### src/rtl/conv_in_ctrl_multipass_if.sv
// Control bundle between the conv input sequencer and the SRAM/line-buffer side.
// The slave modport is the sequencer; master drives start/stall and observes outputs.
interface conv_in_ctrl_multipass_if #(
  parameter int ADDR_W    = 6,
  parameter int WT_ADDR_W = 9,
  parameter int WIN_W     = 5,
  parameter int PASS_W    = 4
);
  logic                 ConvValid_i;
  logic                 Stall_i;
  logic [ADDR_W-1:0]    DataRamAddr_o;
  logic [WT_ADDR_W-1:0] WtRamAddr_o;
  logic                 WtBufEn_o;
  logic                 InBufEn_o;
  logic                 InBufZero_o;
  logic                 WinMuxZero_o;
  logic [WIN_W-1:0]     ConvWinCnt_o;
  logic [PASS_W-1:0]    PassCnt_o;
  logic                 vbit_o;
  logic                 Done_o;

  modport slave (
    input  ConvValid_i, Stall_i,
    output DataRamAddr_o, WtRamAddr_o, WtBufEn_o, InBufEn_o,
    output InBufZero_o, WinMuxZero_o, ConvWinCnt_o, PassCnt_o,
    output vbit_o, Done_o
  );

  modport master (
    output ConvValid_i, Stall_i,
    input  DataRamAddr_o, WtRamAddr_o, WtBufEn_o, InBufEn_o,
    input  InBufZero_o, WinMuxZero_o, ConvWinCnt_o, PassCnt_o,
    input  vbit_o, Done_o
  );
endinterface

### src/rtl/conv_in_ctrl_multipass.sv
// Multi-pass conv input sequencer: per-pass line/weight preload, then
// per-window streaming with bottom zero-padding and column-pad flags.
module conv_in_ctrl_multipass #(
  parameter int WIN_CNT   = 24,
  parameter int NUM_LINES = 50,
  parameter int INI_LINES = 2,
  parameter int OUT_ROWS  = 50,
  parameter int NUM_PASS  = 1,
  parameter int PAD_COL   = 1,
  parameter int ADDR_W    = 6,
  parameter int WT_ADDR_W = 9,
  parameter int WIN_W     = 5,
  parameter int PASS_W    = 4
) (
  input logic clk,
  input logic rst,
  conv_in_ctrl_multipass_if.slave io
);
  localparam int INI_W = (INI_LINES > 0) ? $clog2(INI_LINES + 1) : 1;
  localparam int ROW_W = (OUT_ROWS > 1) ? $clog2(OUT_ROWS) : 1;

  localparam logic [INI_W-1:0]  INI_LAST  = INI_W'(INI_LINES);
  localparam logic [WIN_W-1:0]  WIN_LAST  = WIN_W'(WIN_CNT - 1);
  localparam logic [ROW_W-1:0]  ROW_LAST  = ROW_W'(OUT_ROWS - 1);
  localparam logic [PASS_W-1:0] PASS_LAST = PASS_W'(NUM_PASS - 1);

  typedef enum logic [1:0] {IDLE, INI, WORK, SDB} state_t;

  state_t            state, state_n;
  logic [INI_W-1:0]  ini_cnt, ini_n;
  logic [WIN_W-1:0]  win_cnt, win_n;
  logic [ROW_W-1:0]  row_cnt, row_n;
  logic [PASS_W-1:0] pass_cnt, pass_n;
  logic              ib_en, ib_en_n;
  logic              wmz, wmz_n;
  logic              cv, stall, work, row_load, in_buf_en, pad_row;
  int                line;

  assign cv    = io.ConvValid_i;
  assign stall = io.Stall_i;
  assign work  = (state == WORK);

  always_ff @(posedge clk or posedge rst) begin
    if (rst) begin
      state    <= IDLE;
      ini_cnt  <= '0;
      win_cnt  <= '0;
      row_cnt  <= '0;
      pass_cnt <= '0;
      ib_en    <= 1'b0;
      wmz      <= 1'b0;
    end else begin
      state    <= state_n;
      ini_cnt  <= ini_n;
      win_cnt  <= win_n;
      row_cnt  <= row_n;
      pass_cnt <= pass_n;
      ib_en    <= ib_en_n;
      wmz      <= wmz_n;
    end
  end

  always_comb begin
    state_n = state;
    ini_n   = ini_cnt;
    win_n   = win_cnt;
    row_n   = row_cnt;
    pass_n  = pass_cnt;
    unique case (state)
      IDLE: if (cv) state_n = INI;
      INI: begin
        if (!cv) begin
          state_n = IDLE;
          ini_n   = '0;
          pass_n  = '0;
        end else if (!stall) begin
          if (ini_cnt == INI_LAST) begin
            state_n = WORK;
            ini_n   = '0;
          end else begin
            ini_n = ini_cnt + 1'b1;
          end
        end
      end
      WORK: begin
        if (!cv) begin
          state_n = IDLE;
          win_n   = '0;
          row_n   = '0;
          pass_n  = '0;
        end else if (!stall) begin
          if (win_cnt != WIN_LAST) begin
            win_n = win_cnt + 1'b1;
          end else begin
            win_n = '0;
            if (row_cnt != ROW_LAST) begin
              row_n = row_cnt + 1'b1;
            end else begin
              row_n = '0;
              if (pass_cnt == PASS_LAST) begin
                state_n = SDB;
              end else begin
                state_n = INI;
                pass_n  = pass_cnt + 1'b1;
              end
            end
          end
        end
      end
      SDB: begin
        if (!cv) begin
          state_n = IDLE;
          pass_n  = '0;
        end
      end
      default: state_n = IDLE;
    endcase
    // Registered enables are computed from next-cycle values so they line up.
    ib_en_n = (state == INI) && cv && !stall && (ini_cnt != INI_LAST);
    wmz_n   = (PAD_COL != 0) && (state_n == WORK)
              && ((win_n == '0) || (win_n == WIN_LAST));
  end

  always_comb begin
    line             = INI_LINES + int'(row_cnt);
    pad_row          = (line >= NUM_LINES);
    io.DataRamAddr_o = '0;
    io.WtRamAddr_o   = '0;
    unique case (state)
      INI: begin
        io.DataRamAddr_o = ADDR_W'(ini_cnt);
        io.WtRamAddr_o   = WT_ADDR_W'(int'(pass_cnt) * INI_LINES
                                      + int'(ini_cnt));
      end
      WORK: io.DataRamAddr_o = ADDR_W'(pad_row ? NUM_LINES - 1 : line);
      default: ;
    endcase
  end

  assign row_load  = work && (win_cnt == WIN_LAST) && !stall
                     && (row_cnt != ROW_LAST);
  assign in_buf_en = ib_en || row_load;

  assign io.WtBufEn_o    = ib_en;
  assign io.InBufEn_o    = in_buf_en;
  assign io.InBufZero_o  = in_buf_en && work && pad_row;
  assign io.WinMuxZero_o = wmz;
  assign io.ConvWinCnt_o = win_cnt;
  assign io.PassCnt_o    = pass_cnt;
  assign io.vbit_o       = work && !stall;
  assign io.Done_o       = (state == SDB);
endmodule

### src/flat_wrapper.sv
// flat-port wrapper written by rule: the top's interface ports become plain ports
module conv_in_ctrl_multipass_flat 
#(
  parameter int WIN_CNT   = 24,
  parameter int NUM_LINES = 50,
  parameter int INI_LINES = 2,
  parameter int OUT_ROWS  = 50,
  parameter int NUM_PASS  = 1,
  parameter int PAD_COL   = 1,
  parameter int ADDR_W    = 6,
  parameter int WT_ADDR_W = 9,
  parameter int WIN_W     = 5,
  parameter int PASS_W    = 4
)
  (clk, rst, io_ConvValid_i, io_Stall_i, io_DataRamAddr_o, io_WtRamAddr_o, io_WtBufEn_o, io_InBufEn_o, io_InBufZero_o, io_WinMuxZero_o, io_ConvWinCnt_o, io_PassCnt_o, io_vbit_o, io_Done_o);
  conv_in_ctrl_multipass_if #(.ADDR_W(ADDR_W), .WT_ADDR_W(WT_ADDR_W), .WIN_W(WIN_W), .PASS_W(PASS_W)) io_i ();
  input logic clk;
  input logic rst;
  input wire logic [$bits(io_i.ConvValid_i)-1:0] io_ConvValid_i;
  input wire logic [$bits(io_i.Stall_i)-1:0] io_Stall_i;
  output wire logic [$bits(io_i.DataRamAddr_o)-1:0] io_DataRamAddr_o;
  output wire logic [$bits(io_i.WtRamAddr_o)-1:0] io_WtRamAddr_o;
  output wire logic [$bits(io_i.WtBufEn_o)-1:0] io_WtBufEn_o;
  output wire logic [$bits(io_i.InBufEn_o)-1:0] io_InBufEn_o;
  output wire logic [$bits(io_i.InBufZero_o)-1:0] io_InBufZero_o;
  output wire logic [$bits(io_i.WinMuxZero_o)-1:0] io_WinMuxZero_o;
  output wire logic [$bits(io_i.ConvWinCnt_o)-1:0] io_ConvWinCnt_o;
  output wire logic [$bits(io_i.PassCnt_o)-1:0] io_PassCnt_o;
  output wire logic [$bits(io_i.vbit_o)-1:0] io_vbit_o;
  output wire logic [$bits(io_i.Done_o)-1:0] io_Done_o;
  assign io_i.ConvValid_i = io_ConvValid_i;
  assign io_i.Stall_i = io_Stall_i;
  assign io_DataRamAddr_o = io_i.DataRamAddr_o;
  assign io_WtRamAddr_o = io_i.WtRamAddr_o;
  assign io_WtBufEn_o = io_i.WtBufEn_o;
  assign io_InBufEn_o = io_i.InBufEn_o;
  assign io_InBufZero_o = io_i.InBufZero_o;
  assign io_WinMuxZero_o = io_i.WinMuxZero_o;
  assign io_ConvWinCnt_o = io_i.ConvWinCnt_o;
  assign io_PassCnt_o = io_i.PassCnt_o;
  assign io_vbit_o = io_i.vbit_o;
  assign io_Done_o = io_i.Done_o;
  conv_in_ctrl_multipass #(.WIN_CNT(WIN_CNT), .NUM_LINES(NUM_LINES), .INI_LINES(INI_LINES), .OUT_ROWS(OUT_ROWS), .NUM_PASS(NUM_PASS), .PAD_COL(PAD_COL), .ADDR_W(ADDR_W), .WT_ADDR_W(WT_ADDR_W), .WIN_W(WIN_W), .PASS_W(PASS_W)) u_core (.clk(clk), .rst(rst), .io(io_i));
endmodule
### config.mk
export PLATFORM = sky130hd
export DESIGN_NAME = conv_in_ctrl_multipass_flat
export DESIGN_NICKNAME = d
export VERILOG_FILES = /design/src/rtl/conv_in_ctrl_multipass_if.sv /design/src/rtl/conv_in_ctrl_multipass.sv /design/src/flat_wrapper.sv
export SDC_FILE = /design/constraint.sdc
export NUM_CORES = 1
export LEC_CHECK = 0
export BUFFER_PORTS_ARGS = -buffer_cell sky130_fd_sc_hd__buf_4
export CORE_ASPECT_RATIO = 1.25
export CORE_MARGIN = 2
export CORE_UTILIZATION = 55
export CTS_BUF_LIST = sky130_fd_sc_hd__clkbuf_8
export CTS_CLUSTER_SIZE = 28
export DETAILED_ROUTE_END_ITERATION = 7
export GPL_ROUTABILITY_DRIVEN = 0
export GPL_TIMING_DRIVEN = 0
export HOLD_SLACK_MARGIN = 0.02
export PLACE_DENSITY_LB_ADDON = 0.1
export SYNTH_ARGS = -nofsm -noshare
export SYNTH_HDL_FRONTEND = slang
export SYNTH_SLANG_ARGS = --single-unit
### constraint.sdc
create_clock -name clk -period 2.9 [get_ports clk]
set_clock_uncertainty 0.15 [all_clocks]
set_input_delay 0.58 -clock clk [delete_from_list [all_inputs] [get_ports clk]]
set_output_delay 0.58 -clock clk [all_outputs]
set_load 0.005 [all_outputs]
Word-level counts from Yosys, hierarchy flattened
Cells that the tools add are included.
- eq/ne operators: 17
- magnitude comparators: 1
- muxes and demuxes: 32
- $add $sub $neg: 6
- reductions and logical operators: 21
- operators with widths (kind ; count):
    6-bit two-way mux ; 5
    2-bit two-way mux ; 13
    4-bit two-way mux ; 6
    5-bit two-way mux ; 4
    3-bit != test, second input constant ; 4
    6-bit case mux with 2 select lines ; 1
    5-bit equality test, second input constant ; 2
    1-bit logical AND ; 10
    9-bit two-way mux ; 1
    2-bit equality test, second input constant ; 4
    2-bit != test, second input constant ; 4
    2-bit case mux with 4 select lines ; 1
    4-bit case mux with 2 select lines ; 1
    2-bit by 6-bit adder with 7-bit output, first input constant ; 1
    7-bit by 6-bit >= comparator with 1-bit output, second input constant ; 1
    5-bit by 2-bit adder with 6-bit output ; 1
    6-bit by 1-bit adder with 6-bit output, second input constant ; 1
    6-bit != test, second input constant ; 1
    6-bit AND reduction ; 1
    5-bit by 1-bit adder with 5-bit output, second input constant ; 1
    5-bit logical NOT ; 1
    5-bit != test, second input constant ; 1
    4-bit by 1-bit adder with 4-bit output, second input constant ; 1
    4-bit logical NOT ; 1
    9 further kinds ; 10
- output and inout bits: 30
- input port bits: 4
- logic and storage cells: 84
- bits in registers: 21

Depth between registers and ports, before layout
- depth after elaboration: 9
- depth in mapped cells: 8
- gate-level depth less buffers: 7

Worst setup path after synthesis
Ideal clock, no wire load.
- path type: flip-flop to output port
- start: reg u_core.state[0]
- end: out io_DataRamAddr_o[1]
- buffers on the path: 1
- arrival: 1.664 ns
- data required time: 2.170 ns
- setup slack: 0.506 ns
- stages on the path, launching flop included: 7
- path through: dfrtp_1 inv_1 ha_1 clkbuf_1 inv_1 or3_1 a21boi_0
- longest elaborated chain between the ends: 2
- elaborated cells on any way between the ends: 3
- classes of those cells: eq/ne: 2; mux: 1
- ends and longest elaborated chain (what ; RTL line ; RTL):
    from (decl) ; conv_in_ctrl_multipass.sv:29 ; state_t state, state_n;
    from (signal assigned) ; conv_in_ctrl_multipass.sv:53 ; state <= state_n;
    2-bit equality test / 2-bit by 1-bit equality test with 1-bit output (equally long branches) ; conv_in_ctrl_multipass.sv:129 ; unique case (state)
    6-bit case mux with 2 select lines * ; conv_in_ctrl_multipass.sv:129 ;
    to (decl) ; flat_wrapper.sv:21 ; output wire logic [$bits(io_i.DataRamAddr_o)-1:0] io_DataRamAddr_o;
Every way passes the cells marked *; elsewhere a longest branch is shown, timed or not.

Final worst setup path
- start: reg u_core.row_cnt[1]
- end: out io_DataRamAddr_o[1]
- longest elaborated chain between the ends: 4
- ends and longest elaborated chain (what ; RTL line ; RTL):
    from (decl) ; conv_in_ctrl_multipass.sv:32 ; logic [ROW_W-1:0] row_cnt, row_n;
    from (signal assigned) ; conv_in_ctrl_multipass.sv:56 ; row_cnt <= row_n;
    2-bit by 6-bit adder with 7-bit output * ; conv_in_ctrl_multipass.sv:125 ; line = INI_LINES + int'(row_cnt);
    7-bit by 6-bit >= comparator with 1-bit output ; conv_in_ctrl_multipass.sv:126 ; pad_row = (line >= NUM_LINES);
    6-bit two-way mux * ; conv_in_ctrl_multipass.sv:135 ; WORK: io.DataRamAddr_o = ADDR_W'(pad_row ? NUM_LINES - 1 : line);
    6-bit case mux with 2 select lines * ; conv_in_ctrl_multipass.sv:129 ;
Marked as above.

==> reports/metrics.cfg <==
[floorplanning]
start_util_pct=57.06
rows=22
ios=34
die_area_um2=3455
coreArea_um2=2890
chipWidth_um=52.98
die_h_um=65.22

[setup_path]
crit_required_ps=2170
startpoint_type=flop
critPathMaxFanout=8
critPathKind=reg2out
path_cells=inv_1 > ha_1 > nor2b_1 > o21ai_1 > o32ai_2 > or3_1 > a21boi_1 > buf_4
cpPeakStageDelay_ps=440
critPathCaptureType=primary output
critPathSlowestCell=dfrtp_2
arrival_ps=2010

[cells_and_area]
fillers=245
register_area_um2=529.3
drive_above_1_share_pct=21.49
syn_to_final_growth_pct=21.02
final_util_pct=69.05
diodes=0
layout.nets=246
multi_input_area_um2=1055

[yosys]
synth-seq-cells=21
synth_cells=194
synth_cell_type_count=49
async_flop_share_pct=100.0
seq_area_frac_synth_pct=31.87
ys_warn_count=0
avgSynthCellArea_um2=8.500
synth-edff-count=0
ys.flop_type=dfrtp_1
syn_area_um2=1649

[grt]
grt_usage_pct=25.67
grt_pass1_vias=1551
grt_remaining_overflow=0
grt_max_degree=22
grt_pass1_wl_um=6775
antenna_found_initial=0

[sta]
fin_tns_setup_ps=0
fin_crit_sh_pct=94.62
drv_slew=0
fmax_mhz=364.4
rsz0062_at_grt=false
slew_headroom_pct=45.50
setup_viol=0
max_slew.worst_pin.slew_ps=816.6
final_hold_viol_count=0
period_minus_slack_ps=2744

[detailed_routing]
dr.pass1.iters=4
routed_wl_um=4019
num_vias=1600
drt-initial-drc-count=88
wl_per_cell_um=15.22
drc=0
ant_nets=0
drt-vias-per-instance=6.061

[clocking]
numCtsBuffers=3
root_buffer=clkbuf_8
clkTransAtPathRegs_ps=70
clkLatencyLatePin_ps=260
cts_setup_buffers=0
htreeDepth=1
cts_sinks=21
cts_tree=built
clk_path_buf_depth=2
cts_hold_buffers=0

[run_status]
status=finished clean

[placed_design]
port_buffers=29
dp_hpwl_um=2971

[worst_hold_path]
min_path_type=in2async

[job]
drv_cap=0

[pwr]
p_leak_nw=0.9594
powerDensity_nw_per_um2=486.1
ir_drop_v=0.0004231

## area by class of cell
cell class                 count  area share, %
sequential                    21          26.52
timing repair buffer          29          10.91
buffer                        10          2.759
tap                           36          2.257
clock buffer                   3          2.069
clock inverter                 1         0.1881
multi-input combinational    151          52.85
inverter                      13          2.445
## logic make-up after synthesis
logic type,count (synthesis),share of synthesized area (%)
adders and majority gates,13,9.864
DFF,21,31.87
and+or+nand+nor,85,29.51
muxes,1,0.6828
xor gates and xnor gates,6,3.187
AOI/OAI and AO/OA,43,18.21
buffers and inverters,24,6.448
other,1,0.2274
## Yosys cell counts, drive strengths merged (5+ instances only)
cell type,number,share of area (%)
and2,6,2.3
dfrtp,21,32
nand4b,5,3.6
nor3,8,2.4
nand3,11,3.3
ha,13,9.9
and3,6,2.3
inv,12,2.7
o21ai,9,2.7
nor2,13,3.0
clkbuf,7,1.7
a21oi,5,1.5
nand2,14,3.2
## layer usage
layer	vias to the layer above	track usage, %	wire length [um]
met1	774	33.82	1703
met2	49	42.34	2086
met5	-	0	0
li1	772	-	-
met4	0	9.936	53
met3	5	2.955	175
## metrics by stage
stage | instances | setup WS, ps | area (um^2) | hold WS [ps] | total power, W
after floorplan | 196 | 506.2 | 1657 | 330.2 | 0.0006486
after global placement | 261 | 216.7 | 1919 | 358.4 | 0.0007544
after detailed placement | 261 | 128.0 | 1919 | 383.9 | 0.0007710
after CTS | 264 | 0.6610 | 1974 | 370.6 | 0.0009641
after global routing | 264 | 2.274 | 1996 | 399.4 | 0.001047
final | 264 | 155.9 | 1996 | 324.7 | 0.0009700
## cells in the final DEF, fill, tap and decap left out, types with 3 or more instances in the layout
cell       n
clkbuf_1   4
and2_1     6
dfrtp_2    3
ha_1      11
a31oi_1    3
a21oi_1    5
clkbuf_8   3
o22ai_1    4
nand2b_1   4
nor2_1    12
xor2_1     4
and3_1     6
conb_1     3
nor2b_1    4
inv_1     13
dfrtp_1   18
nand3_1   11
nor4_1     3
nand4b_1   4
buf_4     33
o21ai_0    7
nor3_1     7
nand2_1   14
## final timing paths
path,start,endpoint,slack [ps],cells past startpoint
setup / recovery,u_core.row_cnt[1],io_DataRamAddr_o[1],160,8
hold / removal,rst,u_core.io.WtBufEn_o,320,2
setup reg to reg,u_core.row_cnt[1],u_core.io.WinMuxZero_o,510,7
hold reg to reg,u_core.ini_cnt[0],u_core.ini_cnt[0],390,1
max in group asynchronous,rst,u_core.row_cnt[2],1720,2
min in group clk,u_core.ini_cnt[0],u_core.ini_cnt[0],390,1
## power breakdown
group	internal [W]	switching, W	total [W]	leakage (nW)
Clock	0.0000945	0.0000960	0.000191	0.0269
Sequential	0.000336	0.0000693	0.000406	0.259
Combinational	0.000174	0.000200	0.000374	0.674
Total	0.000605	0.000365	0.000970	0.959
## critical path: cells and delay by family, from the launching register on
family | cells | cell delay [ps]
buf+inv | 2 | 230
fa+ha+maj | 1 | 180
compound gates | 3 | 420
flops | 1 | 440
simple gates | 2 | 470
## flip-flops by register name, indices dropped and copies added, names as in the netlist
signal,cells
u_core.ini_cnt,2
u_core.row_cnt,6
u_core.io.ConvWinCnt_o,5
u_core.state,2
u_core.io.WinMuxZero_o,1
u_core.io.WtBufEn_o,1
u_core.io.PassCnt_o,4
## repair_timing
| item | 4_1_cts | 5_1_grt |
|---|---|---|
| setup endpoints to repair | 5 | 4 |
| resized for setup | 4 | 9 |
| pin swaps | 0 | 1 |
(Power assumes the default switching activity.)
